### src/rtl/bus_mux_reg.sv
// Registered source-select bus: one-stage mux of NUM_SRC sources, one-hot write strobes, sticky select error.
// Optional even-parity output guarded by the BUS_PARITY_EN macro.
module bus_mux_reg #(
  parameter int DATA_W    = 16,
  parameter int NUM_SRC   = 16,
  parameter int NUM_DST   = 16,
  parameter int SEL_W     = 5,
  parameter int HOLD_IDLE = 0
) (
  input  logic                      clock,
  input  logic                      reset,
  input  logic [SEL_W-1:0]          read,
  input  logic [SEL_W-1:0]          write,
  input  logic [NUM_SRC*DATA_W-1:0] src_data,
  input  logic                      clr_err,
  output logic [DATA_W-1:0]         busout,
  output logic                      bus_valid,
  output logic [NUM_DST-1:0]        wr_en,
  output logic                      sel_err
`ifdef BUS_PARITY_EN
  ,
  output logic                      bus_parity
`endif
);

  localparam logic [SEL_W-1:0] SRC_MAX = SEL_W'(NUM_SRC);
  localparam logic [SEL_W-1:0] DST_MAX = SEL_W'(NUM_DST);
  localparam logic [SEL_W-1:0] CODE_ZERO = {SEL_W{1'b0}};

  function automatic logic even_parity(input logic [DATA_W-1:0] d);
    return ^d;
  endfunction

  logic              rd_legal_s;
  logic              rd_idle_s;
  logic              rd_illegal_s;
  logic              wr_illegal_s;
  logic [DATA_W-1:0] slot_s;
  logic [DATA_W-1:0] bus_next_s;
  logic [NUM_DST-1:0] wr_next_s;
  logic              err_next_s;

  // Classify the read and write codes.
  always_comb begin
    rd_idle_s    = (read == CODE_ZERO);
    rd_legal_s   = (read != CODE_ZERO) && (read <= SRC_MAX);
    rd_illegal_s = (read > SRC_MAX);
    wr_illegal_s = (write > DST_MAX);
  end

  // Pick the addressed source slot; code k selects slot k-1.
  always_comb begin
    slot_s = {DATA_W{1'b0}};
    for (int i = 0; i < NUM_SRC; i++) begin
      if (read == SEL_W'(i + 1)) begin
        slot_s = src_data[i*DATA_W +: DATA_W];
      end else begin
        slot_s = slot_s;
      end
    end
  end

  // Next bus value: idle either zeroes or holds, illegal always zeroes.
  always_comb begin
    bus_next_s = {DATA_W{1'b0}};
    if (rd_legal_s) begin
      bus_next_s = slot_s;
    end else if (rd_idle_s && (HOLD_IDLE != 0)) begin
      bus_next_s = busout;
    end else begin
      bus_next_s = {DATA_W{1'b0}};
    end
  end

  // One-hot destination decode; out-of-range codes match no bit.
  always_comb begin
    wr_next_s = {NUM_DST{1'b0}};
    for (int j = 0; j < NUM_DST; j++) begin
      wr_next_s[j] = (write == SEL_W'(j + 1));
    end
  end

  // Sticky error: a new illegal code beats a simultaneous clear.
  always_comb begin
    err_next_s = sel_err;
    if (rd_illegal_s || wr_illegal_s) begin
      err_next_s = 1'b1;
    end else if (clr_err) begin
      err_next_s = 1'b0;
    end else begin
      err_next_s = sel_err;
    end
  end

  // Output pipeline registers.
  always_ff @(posedge clock or posedge reset) begin
    if (reset) begin
      busout    <= {DATA_W{1'b0}};
      bus_valid <= 1'b0;
      wr_en     <= {NUM_DST{1'b0}};
      sel_err   <= 1'b0;
    end else begin
      busout    <= bus_next_s;
      bus_valid <= rd_legal_s;
      wr_en     <= wr_next_s;
      sel_err   <= err_next_s;
    end
  end

`ifdef BUS_PARITY_EN
  // Parity tracks the bus register, so a held value keeps its parity.
  always_ff @(posedge clock or posedge reset) begin
    if (reset) begin
      bus_parity <= 1'b0;
    end else begin
      bus_parity <= even_parity(bus_next_s);
    end
  end
`endif

endmodule

### config.mk
export PLATFORM = sky130hd
export DESIGN_NAME = bus_mux_reg
export DESIGN_NICKNAME = d
export VERILOG_FILES = /design/src/rtl/bus_mux_reg.sv
export SDC_FILE = /design/constraint.sdc
export NUM_CORES = 1
export LEC_CHECK = 0
export BUFFER_PORTS_ARGS = -buffer_cell sky130_fd_sc_hd__buf_2
export CAP_MARGIN = 25
export CORE_AREA = 5 5 114 116
export CTS_CLUSTER_SIZE = 28
export DETAILED_ROUTE_END_ITERATION = 10
export DIE_AREA = 0 0 119 121
export MAX_ROUTING_LAYER = met4
export PLACE_DENSITY = 0.71
export SKIP_LAST_GASP = 1
export SYNTH_ARGS = -nofsm -noshare
export SYNTH_HDL_FRONTEND = slang
export SYNTH_SLANG_ARGS = --single-unit
export TNS_END_PERCENT = 20
### constraint.sdc
create_clock -name clock -period 0.8 [get_ports clock]
set_input_delay 0.08 -clock clock [delete_from_list [all_inputs] [get_ports clock]]
set_output_delay 0.08 -clock clock [all_outputs]
set_load 0.01 [all_outputs]
==> impl_metrics.ini <==
[critical_path]
slowest_stage = sky130_fd_sc_hd__nand3b_1
internal_reg_to_reg_setup_slack_ns = 0.10
cp.arrival_ns = 1.71
buffers_inverters_on_critical_path = 3
worst-endpoint-required_ns = 1.00
r2r-end = sel_err$_DFFE_PP0P_
worst_setup_path_start_kind = input pin
critical_path_class = input pin to flop
critical_path.endpoint_type = flop
r2r.worst_path.cells = 2
path_common_cell = sky130_fd_sc_hd__buf_4
critical_path_cell_list = buf_12, nand3b_1, buf_4, nor3_2, buf_4, a22oi_1, a31o_1, a31oi_1
worst-path-max-fanout = 5
crit_path_max_incr_delay_ns = 0.30
path_depth = 8
worstSetupStartpoint = read[4]
endpoint = busout[3]$_DFF_PP0_
path_delay_family = simple AND/OR/NAND/NOR gates
crit-reg2reg-launch = sel_err$_DFFE_PP0P_

[clock_network]
insertion_delay_of_the_later_clocked_pin_in_the_worst_skew_pair_ns = 0.27
cts_tree = yes
cts_max_path_buffers = 2
cts-root-buf = sky130_fd_sc_hd__clkbuf_16
cts_sinks = 34
cts_inserted_buffers = 5
clk_pin_slew_ns = 0.06
cts_max_level = 2

[logic_synthesis]
synth-simple-area-share_pct = 30.43
synthMuxAreaShare_pct = 2.770
synth-warning-count = 0
async_reset_ff_share_pct = 100.0
post_synth_main_area_contributors = sky130_fd_sc_hd__dfrtp_1 (22%), sky130_fd_sc_hd__o21ai_0 (4.5%), sky130_fd_sc_hd__nor2_1 (4.3%)
synth_sequential_area_ratio_pct = 22.42
synth_top_family_by_area = compound AO/OA/AOI/OAI gates
yosys_register_bits = 34
avgSynthCellArea_um2 = 7.456
synth_adder_area_share_pct = 0.6594
syn_inst = 509
synthesized_area_fraction_occupied_by_ao_oa_aoi_and_oai_cells_pct = 36.60
synth-main-ff-cell = sky130_fd_sc_hd__dfrtp_1
synth_edf_count = 0
mappedNetlistNets = 780
post_synth_top_area_cell = sky130_fd_sc_hd__dfrtp_1
distinct_cells_synth = 68
post_synth_instance_area_mm2 = 0.003795
post_synth_most_frequent_cells = sky130_fd_sc_hd__nor2_1 (43), sky130_fd_sc_hd__nand2_1 (37), sky130_fd_sc_hd__dfrtp_1 (34), sky130_fd_sc_hd__o21ai_0 (34)
share_of_the_synthesized_netlist_area_taken_by_xor_and_xnor_gates_pct = 0
synth_top_area_share_pct = 22.42
cell_with_the_most_instances_after_synthesis = sky130_fd_sc_hd__nor2_1

[drt]
route.detailed.vias_per_inst = 5.753
avgRoutedWirePerCell_um = 22.24
detailedRoute.firstPassIterationCount = 6
dr_total_vias = 6230
drt_initial_violations = 607
detail_route.wirelength_um = 24090
detail-route-antenna-nets = 0
drc = 0

[pwr]
pwr_density_cell_mw_per_mm2 = 990.2
power_leakage_nw = 3.838
total_power_mw = 7.316
max-vdd-ir-drop_mv = 0.8352

[global_routing]
total_track_usage_pct = 31.80
met2_usage_pct = 52.56
grt_first_pass_wirelength_um = 34640
first_global_vias = 6233
met3_usage_pct = 6.061
grt_start_max_net_pins = 35
grt_util_met1_pct = 39.24
grt_remaining_overflow = 0
antenna_violations_before_repair = 1
grt.busiest_layer = met2

[die]
initial_core_util_pct = 32.13
core_area_mm2 = 0.01181
chipHeight_um = 121
die_x_um = 119
ios = 303
num_rows = 40
design.die.area_mm2 = 0.01440

[worst_hold_path]
worstHoldStart = write[2]
min_delay_path_depth = 2
hold_path_class = input pin to flop

[sta]
timing.final.max_slew_violations = 0
worst_slack_ns = -0.7129
maxClockFrequency_mhz = 661.0
rsz0062_at_grt = true
layout_min_cycle_time_ns = 1.513
fin_crit_sh_pct = 189.1
tightest_slew_ns = 0.3601
hold_viol = 0
finalSetupViolCount = 52
relSlewSlack_pct = 75.61
timing.hold.ws_ns = 0.06806
finalClockSkew_ns = 0

[finish]
layoutNonFillerInstCount = 1083
final_core_density_pct = 62.55
nNetsFinal = 1205
final_layout_size_suffix_gt1_share_pct = 57.22
area_growth_syn_to_layout_pct = 94.69

[status]
status = complete, but fails checks
failed_checks = setup timing

[placement]
port_buffers = 302
place_inst = 1043
detailedPlace.worstSlack_ns = -1.332
placer_s_final_routability_congestion_estimate = 1.097
dp.final_hpwl_um = 19510

[run]
max_cap_violations = 0
[layout make-up]
type	count	area [um^2]
timing repair buffer	464	3087
fill	1072	4423
sequential	34	850.8
antenna	1	2.502
tap	147	183.9
clock inverter	3	68.82
clock buffer	5	125.1
inverter	16	62.56
multi-input combinational	413	3008
[layer usage]
metal	part of all wire (%)	up-vias
met5	0	-
met4	3.7	0
met3	9.9	67
met2	48	419
met1	38	2905
li1	-	2839
[logic make-up after synthesis]
group           count (synthesis)
simple gates                  208
compound gates                193
buf+inv                        62
flops                          34
mux                            10
fa+ha+maj                       2
[registers in the layout, summed over array words and instances (netlist names)]
register	flops
wr_en	16
bus_valid	1
sel_err	1
busout	16
[worst reg2reg max path, delay by kind of cell, from the launching register on]
family,cells,cell delay (ns)
compound gates,2,0.21
flops,1,0.37
[metrics by stage]
| stage | TNS, ns | area [um^2] |
|---|---|---|
| 2_1_floorplan | -12.41 | 3988 |
| 3_3_place_gp | -18.55 | 6457 |
| 3_5_place_dp | -18.83 | 6457 |
| 4_1_cts | -12.55 | 7098 |
| 5_1_grt | -14.37 | 7388 |
| 6_report | -12.47 | 7388 |
[worst min-delay path by stage]
stage	to	slack, ns
after global placement	wr_en[5]$_DFF_PP0_	0.15
after floorplan	wr_en[1]$_DFF_PP0_	0.15
after detailed placement	wr_en[6]$_DFF_PP0_	0.16
after CTS	wr_en[7]$_DFF_PP0_	0.06
after global routing	wr_en[7]$_DFF_PP0_	0.08
final	wr_en[7]$_DFF_PP0_	0.07
[repair_timing]
action,CTS,global route
hold endpoints to repair,34,0
hold buffers,1,0
cloned,2,3
pin swaps,27,16
resized for setup,59,27
setup buffers,15,13
endpoints found under the setup margin,52,52
[cell usage in the layout (no fill, tap or decap), drive strengths merged, types with 5 or more instances in the layout]
| cell type | netlist | layout |
|---|---|---|
| o22ai | 18 | 18 |
| a211oi | 8 | 8 |
| o32ai | 7 | 7 |
| a2111oi | 7 | 7 |
| nor3b | 5 | 5 |
| a221o | 5 | 5 |
| nand2b | 11 | 11 |
| o21ai | 37 | 37 |
| o211a | 8 | 8 |
| a22oi | 19 | 19 |
| inv | 16 | 16 |
| mux2i | 6 | 6 |
| nand2 | 37 | 37 |
| and3 | 23 | 23 |
| nand4 | 9 | 9 |
| a21o | 8 | 8 |
| a21oi | 24 | 24 |
| o311ai | 5 | 5 |
| dfrtp | 34 | 34 |
| nor3 | 17 | 17 |
| clkbuf | 19 | 8 |
| nand3 | 18 | 18 |
| a31oi | 9 | 9 |
| nor2 | 46 | 46 |
| buf | 27 | 458 |
| a222oi | 9 | 9 |
| nand3b | 8 | 8 |
[power breakdown]
group          internal [mW]  leakage (nW)  switching (mW)
combinational           1.51          3.29            1.36
clock                   1.79        0.0940           0.814
sequential              1.81         0.458          0.0329
total                   5.11          3.84            2.21
Note: power is estimated with default switching activity, not from simulation.
